<file path="src/rtl/lift_call_panel.sv">
// -----------------------------------------------------------------------------
// lift_call_panel
//
// Front end for floor calls to the lift controller. It latches button presses
// into a pending-call register. It uses a SCAN policy to pick the next target
// floor and issues a floor request to the lift. It then watches the reported
// car floor for arrival, clears the served call and holds the doors open for
// DWELL_CYC cycles.
//
// Parameters:
//   DWELL_CYC    door-open dwell length in cycles (1..255)
//   TIMEOUT_CYC  arrival watchdog limit in cycles (1..255); used only when
//                the optional watchdog is compiled in
//
// Optional feature macro:
//   LIFT_CALL_TIMEOUT_EN  enables the arrival watchdog and the sticky fault
//
// Ports:
//   clk         system clock, rising edge
//   rst         asynchronous active-high reset
//   btn[3:0]    call buttons, one per floor, active-high
//   lift_state  current car floor reported by the lift
//   floor       target floor request to the lift (registered)
//   req_valid   request active (SERVE and DWELL)
//   pending     outstanding calls, also drives the button lamps
//   dir         travel direction, 1 = up, 0 = down
//   door_open   high while dwelling at a floor
//   fault       sticky watchdog flag (0 when the watchdog is compiled out)
// -----------------------------------------------------------------------------
module lift_call_panel #(
  parameter int DWELL_CYC   = 4,
  parameter int TIMEOUT_CYC = 64
) (
  input  logic       clk,
  input  logic       rst,
  input  logic [3:0] btn,
  input  logic [1:0] lift_state,
  output logic [1:0] floor,
  output logic       req_valid,
  output logic [3:0] pending,
  output logic       dir,
  output logic       door_open,
  output logic       fault
);

  typedef enum logic [1:0] {
    IDLE  = 2'd0,
    SERVE = 2'd1,
    DWELL = 2'd2
  } state_t;

  state_t     state, state_d;
  logic [7:0] dwell_cnt;
  logic [1:0] target;
  logic       first_hit;
  logic       sel;
  logic       load_dwell;
  logic [3:0] clr_mask;
  logic [3:0] set_mask;
  logic       req_valid_d;
  logic       door_open_d;
  logic       timeout;

`ifdef LIFT_CALL_TIMEOUT_EN
  logic [7:0] wd_cnt;
`endif

  // ---------------------------------------------------------------------------
  // SCAN target selection. The loop order is chosen so that the last hit wins.
  // A descending walk therefore leaves the lowest match, and an ascending walk
  // leaves the highest.
  // ---------------------------------------------------------------------------
  always_comb begin
    // NOTE: every comb output gets a default first so no latch is inferred.
    target    = lift_state;
    first_hit = 1'b0;
    if (dir) begin
      for (int i = 3; i >= 0; i--)
        if (pending[i] && i >= int'(lift_state)) begin
          target    = 2'(i);
          first_hit = 1'b1;
        end
      if (!first_hit)
        for (int i = 0; i < 4; i++)
          if (pending[i] && i < int'(lift_state)) target = 2'(i);
    end else begin
      for (int i = 0; i < 4; i++)
        if (pending[i] && i <= int'(lift_state)) begin
          target    = 2'(i);
          first_hit = 1'b1;
        end
      if (!first_hit)
        for (int i = 3; i >= 0; i--)
          if (pending[i] && i > int'(lift_state)) target = 2'(i);
    end
  end

  // ---------------------------------------------------------------------------
  // State register
  // ---------------------------------------------------------------------------
  always_ff @(posedge clk or posedge rst) begin
    // NOTE: sequential state uses non-blocking assignments only.
    if (rst) state <= IDLE;
    else     state <= state_d;
  end

  // ---------------------------------------------------------------------------
  // Next-state logic and datapath controls
  // ---------------------------------------------------------------------------
  always_comb begin
    state_d  = state;
    sel      = 1'b0;
    clr_mask = 4'b0000;
    timeout  = 1'b0;
    unique case (state)
      IDLE: begin
        if (|pending) begin
          sel = 1'b1;
          if (target == lift_state) begin
            clr_mask[target] = 1'b1;
            state_d          = DWELL;
          end else begin
            state_d = SERVE;
          end
        end
      end
      SERVE: begin
        if (lift_state == floor) begin
          clr_mask[floor] = 1'b1;
          state_d         = DWELL;
        end
`ifdef LIFT_CALL_TIMEOUT_EN
        // The counter is about to reach 0 without an arrival.
        else if (wd_cnt <= 8'd1) begin
          timeout = 1'b1;
          state_d = IDLE;
        end
`endif
      end
      DWELL: begin
        if (dwell_cnt == 8'd0) state_d = IDLE;
      end
      default: state_d = IDLE;
    endcase
  end

  assign load_dwell = (state_d == DWELL) && (state != DWELL);
  // Presses for the floor being dwelt at are ignored. A clear beats a press.
  assign set_mask   = btn & ~((state == DWELL) ? (4'b0001 << floor) : 4'b0000);

  // ---------------------------------------------------------------------------
  // Output decode. The results are registered below, so no input reaches an
  // output combinationally.
  // ---------------------------------------------------------------------------
  always_comb begin
    req_valid_d = (state_d != IDLE);
    door_open_d = (state_d == DWELL);
  end

  // ---------------------------------------------------------------------------
  // Datapath registers
  // ---------------------------------------------------------------------------
  always_ff @(posedge clk or posedge rst) begin
    // NOTE: every register here is small control state, so all of it is reset.
    if (rst) begin
      pending   <= 4'b0000;
      floor     <= 2'd0;
      dir       <= 1'b1;
      dwell_cnt <= 8'd0;
      req_valid <= 1'b0;
      door_open <= 1'b0;
    end else begin
      pending   <= (pending | set_mask) & ~clr_mask;
      req_valid <= req_valid_d;
      door_open <= door_open_d;
      if (sel) begin
        floor <= target;
        if (target > lift_state)      dir <= 1'b1;
        else if (target < lift_state) dir <= 1'b0;
      end
      // DWELL lasts DWELL_CYC cycles. The exit is taken when the count is 0.
      if (load_dwell)
        dwell_cnt <= 8'(DWELL_CYC - 1);
      else if (state == DWELL && dwell_cnt != 8'd0)
        dwell_cnt <= dwell_cnt - 8'd1;
    end
  end

`ifdef LIFT_CALL_TIMEOUT_EN
  always_ff @(posedge clk or posedge rst) begin
    if (rst) begin
      wd_cnt <= 8'd0;
      fault  <= 1'b0;
    end else begin
      if (state_d == SERVE && state != SERVE)
        wd_cnt <= 8'(TIMEOUT_CYC);
      else if (state == SERVE && wd_cnt != 8'd0)
        wd_cnt <= wd_cnt - 8'd1;
      if (timeout) fault <= 1'b1;
    end
  end
`else
  assign fault = 1'b0;
`endif

endmodule

</file>
<file path="config.mk">
export PLATFORM = sky130hd
export DESIGN_NAME = lift_call_panel
export DESIGN_NICKNAME = d
export VERILOG_FILES = /design/src/rtl/lift_call_panel.sv
export SDC_FILE = /design/constraint.sdc
export NUM_CORES = 1
export LEC_CHECK = 0
export ABC_AREA = 1
export CAP_MARGIN = 20
export CORE_AREA = 2 2 68 70
export CTS_CLUSTER_SIZE = 30
export DETAILED_ROUTE_END_ITERATION = 16
export DIE_AREA = 0 0 70 72
export PLACE_DENSITY = 0.58
export SLEW_MARGIN = 20
export SYNTH_ARGS = -nofsm -noshare
export SYNTH_HDL_FRONTEND = slang
export SYNTH_SLANG_ARGS = --single-unit
</file>
<file path="constraint.sdc">
create_clock -name clk -period 2.2 [get_ports clk]
set_input_delay 0.44 -clock clk [delete_from_list [all_inputs] [get_ports clk]]
set_output_delay 0.44 -clock clk [all_outputs]
set_load 0.01 [all_outputs]
</file>
# [Word-level counts from Yosys, hierarchy flattened]
# Cells that the tools add are included.
[op_classes] eq_ne=6 n_shift=1 magnitude_cmp=18 n_reduce_logical=24 bitwise_logic=5 n_mux=47 addsub=1
[ops] cell="2-bit two-way mux" count=21
[ops] cell="1-bit logical AND" count=16
[ops] cell="1-bit two-way mux" count=16
[ops] cell="4-bit two-way mux" count=4
[ops] cell="8-bit two-way mux" count=2
[ops] cell="4-bit bitwise AND" count=2
[ops] cell="8-bit zero test" count=1
[ops] cell="4-bit NOT" count=2
[ops] cell="4-bit one-hot mux with 2 select lines" count=1
[ops] cell="8-bit nonzero test" count=1
[ops] cell="8-bit by 1-bit subtractor with 8-bit output, second input constant" count=1
[ops] cell="2-bit by 3-bit less-than comparator with 1-bit output, second input constant" count=2
[ops] cell="2-bit one-hot mux with 3 select lines" count=1
[ops] cell="2-bit nonzero test" count=3
[ops] cell="1-bit demux with 2-bit select" count=2
[ops] cell="2-bit == test" count=2
[ops] cell="2-bit == test, second input constant" count=2
[ops] cell="1-bit by 2-bit greater-or-equal comparator with 1-bit output, first input constant" count=2
[ops] cell="2-bit by 1-bit greater-or-equal comparator with 1-bit output, second input constant" count=2
[ops] cell="2-bit > comparator, first input constant" count=2
[ops] cell="2-bit <= comparator, first input constant" count=2
[ops] cell="1-bit by 2-bit less-than comparator with 1-bit output, first input constant" count=2
[ops] cell="4-bit bitwise OR" count=1
[ops] cell="4-bit OR reduction" count=1
[ops] cell="other kinds (11)" count=11
[totals] regBits=19 inputBits=8

# [Depth between registers and ports, before layout]
# Gate-level depths: netlist of the first run.
[depth] depth_word=19 depth_mapped=19 depth_no_buf=19

# [Worst setup path before layout of the first run]
# OpenSTA, ideal clock, no wires.
[synth_timing] path_type="in2reg" start="input lift_state[1]" end="register dwell_cnt[1]" cell_stages=16 setup_slack_ns=0.095 required_time_ns=2.078 arrival_time_ns=1.983 path_cell_list="buf_6 > o21ai_1 > nand2_1 > o211ai_1 > nand2_1 > nand2_1 > nand2_2 > ha_1 > nand2_1 > inv_1 > nand2_1 > nand2_2 > inv_2 > nand2_2 > nand2_1 > o21ai_1"
[synth_via] elab_chain_len=17 word_cells_on_any_way=59 classes_between="order compare (12); eq/ne (3); mux (30); reduce/logical (14)"
[synth_rtl] element="start: declaration" line="37" rtl="input logic [1:0] lift_state,"
[synth_rtl] element="1-bit by 2-bit <= comparator with 1-bit output / 2-bit greater-or-equal comparator (equally long branches)" line="88, 79"
[synth_rtl] element="1-bit logical AND, on equally long branches" line="88, 79"
[synth_rtl] element="2-bit two-way mux, on equally long branches (3 in series)" line="88, 79"
[synth_rtl] element="2-bit two-way mux, on equally long branches (3 in series)" line="94, 85"
[synth_rtl] element="2-bit two-way mux, on equally long branches" line="92, 83"
[synth_rtl] element="2-bit two-way mux" line="77" rtl="if (dir) begin"
[synth_rtl] element="2-bit == test" line="119" rtl="if (target == lift_state) begin"
[synth_rtl] element="2-bit two-way mux" line="119"
[synth_rtl] element="2-bit two-way mux" line="117" rtl="if (|pending) begin"
[synth_rtl] element="2-bit one-hot mux with 3 select lines *" line="115" rtl="unique case (state)"
[synth_rtl] element="via state_d[1]" line="52" rtl="state_t state, state_d;"
[synth_rtl] element="2-bit == test *" line="147" rtl="assign load_dwell = (state_d == DWELL) && (state != DWELL);"
[synth_rtl] element="1-bit logical AND *" line="147"
[synth_rtl] element="8-bit two-way mux / 2-bit nonzero test (equally long branches)"
[synth_rtl] element="end signal: assignment" line="183" rtl="dwell_cnt <= 8'(DWELL_CYC - 1);"
[synth_rtl] element="end signal: assignment" line="185" rtl="dwell_cnt <= dwell_cnt - 8'd1;"
[synth_rtl] element="end: declaration" line="53" rtl="logic [7:0] dwell_cnt;"
# Mark *: on every way through the listed nets, which the timed path passes. The rest lies on a longest branch. The select of a mux whose other input is x is not followed.
# A chain may end at the register's enable or synchronous reset.

# [Worst setup path in the final report of the first run]
[layout_timing] start="register pending[0]" end="register dwell_cnt[1]"
[layout_via] elab_chain_len=16 word_cells_on_any_way=32 classes_between="eq/ne (2); mux (25); reduce/logical (5)"
[layout_rtl] element="start: declaration" line="40" rtl="output logic [3:0] pending,"
[layout_rtl] element="start signal: assignment" line="173" rtl="pending <= (pending | set_mask) & ~clr_mask;"
[layout_rtl] element="2-bit two-way mux (4 in series)" line="88" rtl="if (pending[i] && i <= int'(lift_state)) begin"
[layout_rtl] element="2-bit two-way mux (3 in series)" line="94" rtl="if (pending[i] && i > int'(lift_state)) target = 2'(i);"
[layout_rtl] element="2-bit two-way mux" line="92" rtl="if (!first_hit)"
[layout_rtl] element="2-bit two-way mux" line="77"
[layout_rtl] element="2-bit == test" line="119"
[layout_rtl] element="2-bit two-way mux" line="119"
[layout_rtl] element="2-bit two-way mux *" line="117"
[layout_rtl] element="2-bit one-hot mux with 3 select lines *" line="115"
[layout_rtl] element="via state_d[1]" line="52"
[layout_rtl] element="2-bit == test *" line="147"
[layout_rtl] element="1-bit logical AND *" line="147"
[layout_rtl] element="8-bit two-way mux / 2-bit nonzero test (equally long branches)"
# Marks and branches as above.

==> metrics.md, run 1 <==
| Metric | Value |
|---|---|
| Synth Register Bits | `19` |
| Clock root cell | `clkbuf_8` |
| Crit Path Category | `flop to flop` |
| Largest net degree at the start of global routing | `20` |
| Reg clk slew, reported paths | `around 70 ps` |
| Clk sinks | `19` |
| Comb power frac | `0.601` |
| Period utilization | `0.923` |
| Final core occ | `0.394` |
| NetSw | `roughly 1.0 mW` |
| Routability congestion estimate | `0.851` |
| Area of the multi-input gates | `a little under 700 um^2` |
| Antenna-violating nets left | `0` |
| Max clock buf depth | `2` |
| Register cell area after layout | `479 um^2` |
| Core Region | `about 4300 um^2` |
| Hold_buf cts | `0` |
| Layout Nets | `between 200 and 250` |
| Clk Latency, worst-skew pair | `about 250 ps` |
| CP Max Fanout | `6` |
| Detailed placement HPWL | `around 2300 um` |
| Die extent in y | `72 um` |
| Share of layout cells above drive strength 1 | `0.228` |
| F_max | `0.492 GHz` |
| Worst path arrival time | `between 2000 and 2500 ps` |
| Pleak | `0.851 nW` |
| WL per Instance | `roughly 11 um` |
| Post-layout instance area | `~1700 um^2` |
| R2r startpoint | `pending[0]` |
| Crit path time final | `around 2000 ps` |
| Count of max-cap constraint violations | `0` |
| First-pass GRT wire length | `about 5000 um` |
| Detailed Route Iter0 Violations | `35` |
| CP startpoint | `pending[0]` |
| Initial antenna violation count | `0` |
| Setup TNS | `0 ps` |
| FILL cells | `around 480` |
| Worst Skew | `around 5.8 ps` |
| Row count | `24` |
| Grt total ovfl | `0` |
| Syn_nets | `around 190` |
| Ports | `18` |
| WP data required | `about 2300 ps` |
| Sw Share | `0.436` |
| Total die area | `roughly 5000 um^2` |
| Post-DP Area | `approximately 1600 um^2` |
| Vias per std cell | `roughly 4.5` |
| Mapped Area | `1260 um^2` |
| Worst reg-to-reg path cell count | `19` |
| DR vias | `1,200` |
| Post-Route WL | `around 2800 um` |
| Unrepaired setup endpoints after global routing | `yes` |
| Status | `finished clean` |
| All-Layer GR Usage | `0.125` |
| Leading area contributor after synthesis | `dfrtp_1` |
| Die width | `70 um` |
| Max Slew Vio Count | `0` |
| Hold WC Path Type | `input pin to async pin` |
| Mean Syn Cell Area | `about 7.1 um^2` |
| Vias in the first global route | `between 1,000 and 1,500` |
| Sequential fraction of the synthesis area | `0.377` |
| Pwr/cell area | `roughly 1400 nW/um^2` |
| Diode count | `0` |
| FF-to-FF End | `dwell_cnt[1]` |
| Area Overhead vs Synth | `33.0%` |
| Clk pwr share | `0.104` |
| Pre-antenna DRT Iters | `4` |
| R2r setup slk | `around 170 ps` |
| H-tree Lvls | `1` |
| Share of the synthesized area in the top cell type | `0.356` |
| CP Launch Type | `flop` |
| Initial Util | `0.296` |
| PortBufs | `16` |
| Internal | `approximately 1.3 mW` |
| DRC | `0` |
| CTS tree | `built` |
| Top cells by area, synth | `dfrtp_1, nand2_1, inv_1` |
| Synthesized netlist cell count | `about 180` |
| Final Hold Vio Count | `0` |
| Endpoints failing setup | `0` |
| Critical Path Sink Type | `flop` |
| YS warnings | `0` |
| Worst vdd ir | `roughly 0.63 mV` |
| Seq pwr share | `0.296` |
| TritonCTS buffer count | `3` |
| Post-synth cell types | `30` |
==> cells by family after synthesis <==
| kind of cell | synth area share |
|---|---|
| simple gates | 0.365 |
| buf+inv | 0.0931 |
| flops | 0.377 |
| compound gates | 0.0802 |
| xor+xnor | 0.0416 |
| fa+ha+maj | 0.0396 |
| other cells | 0.00297 |
==> Yosys cell counts (all sizes together) <==
cell,number
dfrtp,18
nor2,25
ha,4
conb,1
nand3b,1
dfstp,1
nand4,1
o21ai,6
nand2,54
buf,3
o211ai,1
xnor2,2
nor3b,2
and2,1
inv,25
o32ai,1
xor2,4
nor3,2
a21oi,8
a21boi,1
nand3,18
==> routing by layer <==
| metal | up-vias | GRT usage | wire, um |
|---|---|---|---|
| li1 | 637 | - | - |
| met1 | 536 | 0.157 | 1300 |
| met2 | 21 | 0.217 | 1360 |
| met3 | 6 | 0.0194 | 107 |
| met4 | 0 | 0.0513 | 58 |
| met5 | - | 0 | 0 |
==> cells in the final DEF (no fill, tap or decap), drive strengths merged <==
cell / count
a21boi: 1
a21oi: 8
and2: 1
buf: 19
clkbuf: 6
clkdlybuf4s50: 14
conb: 1
dfrtp: 18
dfstp: 1
ha: 4
inv: 25
nand2: 54
nand3: 18
nand3b: 1
nand4: 1
nor2: 25
nor3: 2
nor3b: 2
o211ai: 1
o21ai: 6
o32ai: 1
xnor2: 2
xor2: 4
==> how the worst max path moves through the flow <==
stage / end / slack (ps) / depth (start not counted)
after CTS: dwell_cnt[1] / 70 / 16
final: dwell_cnt[1] / 170 / 19
after floorplan: dwell_cnt[1] / 90 / 16
after global routing: dwell_cnt[1] / -40 / 19
after detailed placement: dwell_cnt[1] / -480 / 16
after global placement: dwell_cnt[1] / -450 / 16
==> through the flow <==
stage	total power, mW	setup WS [ps]	hold WS [ps]	std cells
finish	2.31	169	501	267
global route	2.57	-41.4	534	267
CTS	2.28	69.2	511	264
detailed placement	2.02	-477	496	260
global placement	2.01	-450	481	260
floorplan	1.47	94.7	390	179
==> worst max-delay path, stage by stage, from the launching register on <==
cell	delay, ps
dfrtp_2	470
inv_2	90
nand2_1	50
nand2_1	60
nand2_1	70
nand2_1	60
nand2_1	40
nand2_1	50
nand2_1	60
nand2_2	70
nand2_2	60
ha_1	270
nand2_1	60
inv_1	50
nand2_2	100
nand2_2	90
inv_2	100
nand2_2	60
nand2_1	60
o21ai_1	60
==> cell type report <==
cell class / instances / area share
clock buffer: 4 / 0.0268
multi-input combinational: 132 / 0.412
tap: 52 / 0.0387
inverter: 25 / 0.0558
timing repair buffer: 35 / 0.182
sequential: 19 / 0.285
==> registers in the layout, summed over array words and instances (netlist names) <==
| register | count |
|---|---|
| dwell_cnt | 8 |
| pending | 4 |
| floor | 2 |
| state | 2 |
| dir | 1 |
| door_open | 1 |
| req_valid | 1 |
==> power groups by stage <==
stage / Sequential [mW] / Combinational [mW] / Clock [mW]
6_report: 0.683 / 1.39 / 0.239
5_1_grt: 0.714 / 1.59 / 0.271
4_1_cts: 0.673 / 1.35 / 0.257
3_5_place_dp: 0.678 / 1.34 / 0
3_3_place_gp: 0.680 / 1.33 / 0
2_1_floorplan: 0.676 / 0.797 / 0
==> what timing repair did <==
action,in CTS,in global routing
setup endpoints to repair,15,15
cloned,0,0
pin swaps,0,1
buffers inserted,0,3
resized for setup,2,14
endpoints found under the hold margin,0,0
No activity file was read; power rests on OpenSTA's default activity.
==> run 2: changes to the inputs <==
--- a/config.mk
+++ b/config.mk
@@ -8,6 +8,7 @@
 export ABC_AREA = 1
 export CAP_MARGIN = 20
 export CORE_AREA = 2 2 68 70
+export CTS_BUF_LIST = sky130_fd_sc_hd__clkbuf_8
 export CTS_CLUSTER_SIZE = 30
 export DETAILED_ROUTE_END_ITERATION = 16
 export DIE_AREA = 0 0 70 72
==> run 2 against run 1 <==
Net effect:
- clock power fell by 2%
- worst setup slack about the same
- final area unchanged
- die area did not move
- critical path depth stayed put
- power is 0.18% lower
- register-to-register slack barely moved
- non-clock buffer count unchanged
- highest routed layer unchanged
==> metrics.md, run 2 (synthesized netlist as in run 1, its figures left out) <==
| Metric | Value |
|---|---|
| Layout Nets | `228 (unchanged)` |
| Worst path arrival time | `2180 ps (about the same)` |
| Max reg flops | `8 (unchanged)` |
| Critical Path Max Stage Delay | `470 ps (about the same)` |
| All-Layer GR Usage | `0.125 (unchanged)` |
| TritonCTS buffer count | `3 (unchanged)` |
| DR vias | `1,199 (was 1,200)` |
| Largest net degree at the start of global routing | `20 (unchanged)` |
| Total die area | `5040 um^2 (unchanged)` |
| NetSw | `1.01 mW (about the same)` |
| Clk sinks | `19 (unchanged)` |
| Initial antenna violation count | `0 (unchanged)` |
| Critical Path Sink Type | `flop (unchanged)` |
| Pleak | `0.855 nW (was 0.851 nW)` |
| Count of max-cap constraint violations | `0 (unchanged)` |
| CP Max Fanout | `6 (unchanged)` |
| Detailed placement HPWL | `2290 um (unchanged)` |
| Detailed Route Iter0 Violations | `35 (unchanged)` |
| Crit path time final | `2030 ps (about the same)` |
| Hold WC Path Type | `input pin to async pin (unchanged)` |
| Share of layout cells above drive strength 1 | `0.228 (unchanged)` |
| Worst Skew | `5.95 ps (was 5.76 ps)` |
| Comb power frac | `0.602 (was 0.601)` |
| Post-layout instance area | `1680 um^2 (unchanged)` |
| WL per Instance | `10.6 um (about the same)` |
| Routability congestion estimate | `0.851 (unchanged)` |
| Sw Share | `0.438 (was 0.436)` |
| Vias per std cell | `4.49 (about the same)` |
| Endpoints failing setup | `0 (unchanged)` |
| Internal | `1.30 mW (about the same)` |
| Row count | `24 (unchanged)` |
| Clk pwr share | `0.102 (was 0.104)` |
| Die extent in y | `72 um (unchanged)` |
| Area Overhead vs Synth | `33.0% (unchanged)` |
| Vias in the first global route | `1,140 (unchanged)` |
| Max clock buf depth | `2 (unchanged)` |
| Worst vdd ir | `0.633 mV (about the same)` |
| Clock root cell | `clkbuf_8 (unchanged)` |
| Commonest non-fill, non-tap cells in the layout | `nand2_1, inv_1, nor2_1, buf_4, nand3_1 (unchanged)` |
| CP most frequent cell | `nand2_1 (unchanged)` |
| Pwr/cell area | `1370 nW/um^2 (about the same)` |
| Die width | `70 um (unchanged)` |
| Clk Latency, worst-skew pair | `260 ps (was 250 ps)` |
| Period utilization | `0.923 (about the same)` |
| Diode count | `0 (unchanged)` |
| Max Slew Vio Count | `0 (unchanged)` |
| Ports | `18 (unchanged)` |
| Post-Route WL | `2830 um (about the same)` |
| Unrepaired setup endpoints after global routing | `yes (unchanged)` |
| Pre-antenna DRT Iters | `4 (unchanged)` |
| Reg clk slew, reported paths | `70 ps (about the same)` |
| Crit path max-delay cell type | `dfrtp_2 (unchanged)` |
| Final Hold Vio Count | `0 (unchanged)` |
| Commonest non-fill, non-tap cell in the layout | `nand2_1 (unchanged)` |
| PortBufs | `16 (unchanged)` |
| Crit Path Category | `flop to flop (unchanged)` |
| First-pass GRT wire length | `5010 um (unchanged)` |
| CP Launch Type | `flop (unchanged)` |
| WP data required | `2350 ps (was 2340 ps)` |
| FILL cells | `476 (unchanged)` |
| Initial Util | `0.296 (unchanged)` |
| CTS tree | `built (unchanged)` |
| Grt total ovfl | `0 (unchanged)` |
| Total power | `2.31 mW (about the same)` |
| Core Region | `4260 um^2 (unchanged)` |
| H-tree Lvls | `1 (unchanged)` |
| Seq pwr share | `0.296 (about the same)` |
| Register bank with the most flops | `dwell_cnt (unchanged)` |
| Regs by FF count | `dwell_cnt (8), pending (4) (unchanged)` |
| DRC | `0 (unchanged)` |
| Post-DP Area | `1600 um^2 (unchanged)` |
| Status | `finished clean (unchanged)` |
| F_max | `0.492 GHz (about the same)` |
| Antenna-violating nets left | `0 (unchanged)` |
| CP Cell Sequence | `inv_2, nand2_1, nand2_1, nand2_1, nand2_1, nand2_1, nand2_1, nand2_1, nand2_2, nand2_2, ha_1, nand2_1, inv_1, nand2_2, nand2_2, inv_2, nand2_2, nand2_1, o21ai_1 (unchanged)` |
run 2: layer usage:
layer / vias to the layer above / track usage / routed length (um)
li1: 637 / - / -
met1: 535 / 0.157 / 1300
met5: - / 0 / 0
met4: 0 / 0.0513 / 58
met3: 6 / 0.0194 / 107
met2: 21 / 0.217 / 1360
run 2: what timing repair did:
item	CTS	global route
hold buffers	0	0
gates cloned	0	0
setup buffers	0	3
gates resized for setup	2	14
setup endpoints to repair	15	15
pin swaps	0	1
run 2: cell type report:
| cell class | instances | area [um^2] | area share |
|---|---|---|---|
| clock buffer | 3 | 41.3 | 0.0246 |
| clock inverter | 1 | 3.75 | 0.00223 |
| inverter | 25 | 93.8 | 0.0558 |
| multi-input combinational | 132 | 692 | 0.412 |
| sequential | 19 | 479 | 0.285 |
| tap | 52 | 65.1 | 0.0387 |
| timing repair buffer | 35 | 305 | 0.182 |
run 2: path summary, 6_finish.rpt:
kind	from	end	slack, ps	cells past startpoint
max	pending[0]	dwell_cnt[1]	170	19
min reg2reg	dwell_cnt[0]	dwell_cnt[0]	500	2
max reg2reg	pending[0]	dwell_cnt[1]	170	19
min	rst	pending[0]	500	3
max in group asynchronous	rst	dir	1430	3
min in group clk	dwell_cnt[0]	dwell_cnt[0]	500	2
run 2: worst max-delay path, delay by kind of cell, from the launching register on:
kind                     cells  cell delay [ps]
AND/OR/NAND/NOR             14              890
flip-flops                   1              470
buffers and inverters        3              240
adder cells (fa/ha/maj)      1              270
AO/OA/AOI/OAI                1               60
run 2: stage by stage:
step / setup TNS, ps / cells / utilization / setup WS (ps) / hold WS [ps]
after floorplan: 0 / 179 / - / 94.7 / 390
after global placement: -6120 / 260 / 0.375 / -450 / 481
after detailed placement: -6500 / 260 / 0.375 / -477 / 496
after CTS: 0 / 264 / 0.385 / 69.5 / 511
after global routing: -104 / 267 / 0.394 / -41.4 / 534
final: 0 / 267 / 0.394 / 169 / 501
run 2: power by group through the flow:
stage / Clock (mW) / Combinational (mW) / Sequential, mW
2_1_floorplan: 0 / 0.797 / 0.676
3_5_place_dp: 0 / 1.34 / 0.678
3_3_place_gp: 0 / 1.33 / 0.680
6_report: 0.235 / 1.39 / 0.683
5_1_grt: 0.267 / 1.59 / 0.714
4_1_cts: 0.253 / 1.35 / 0.673
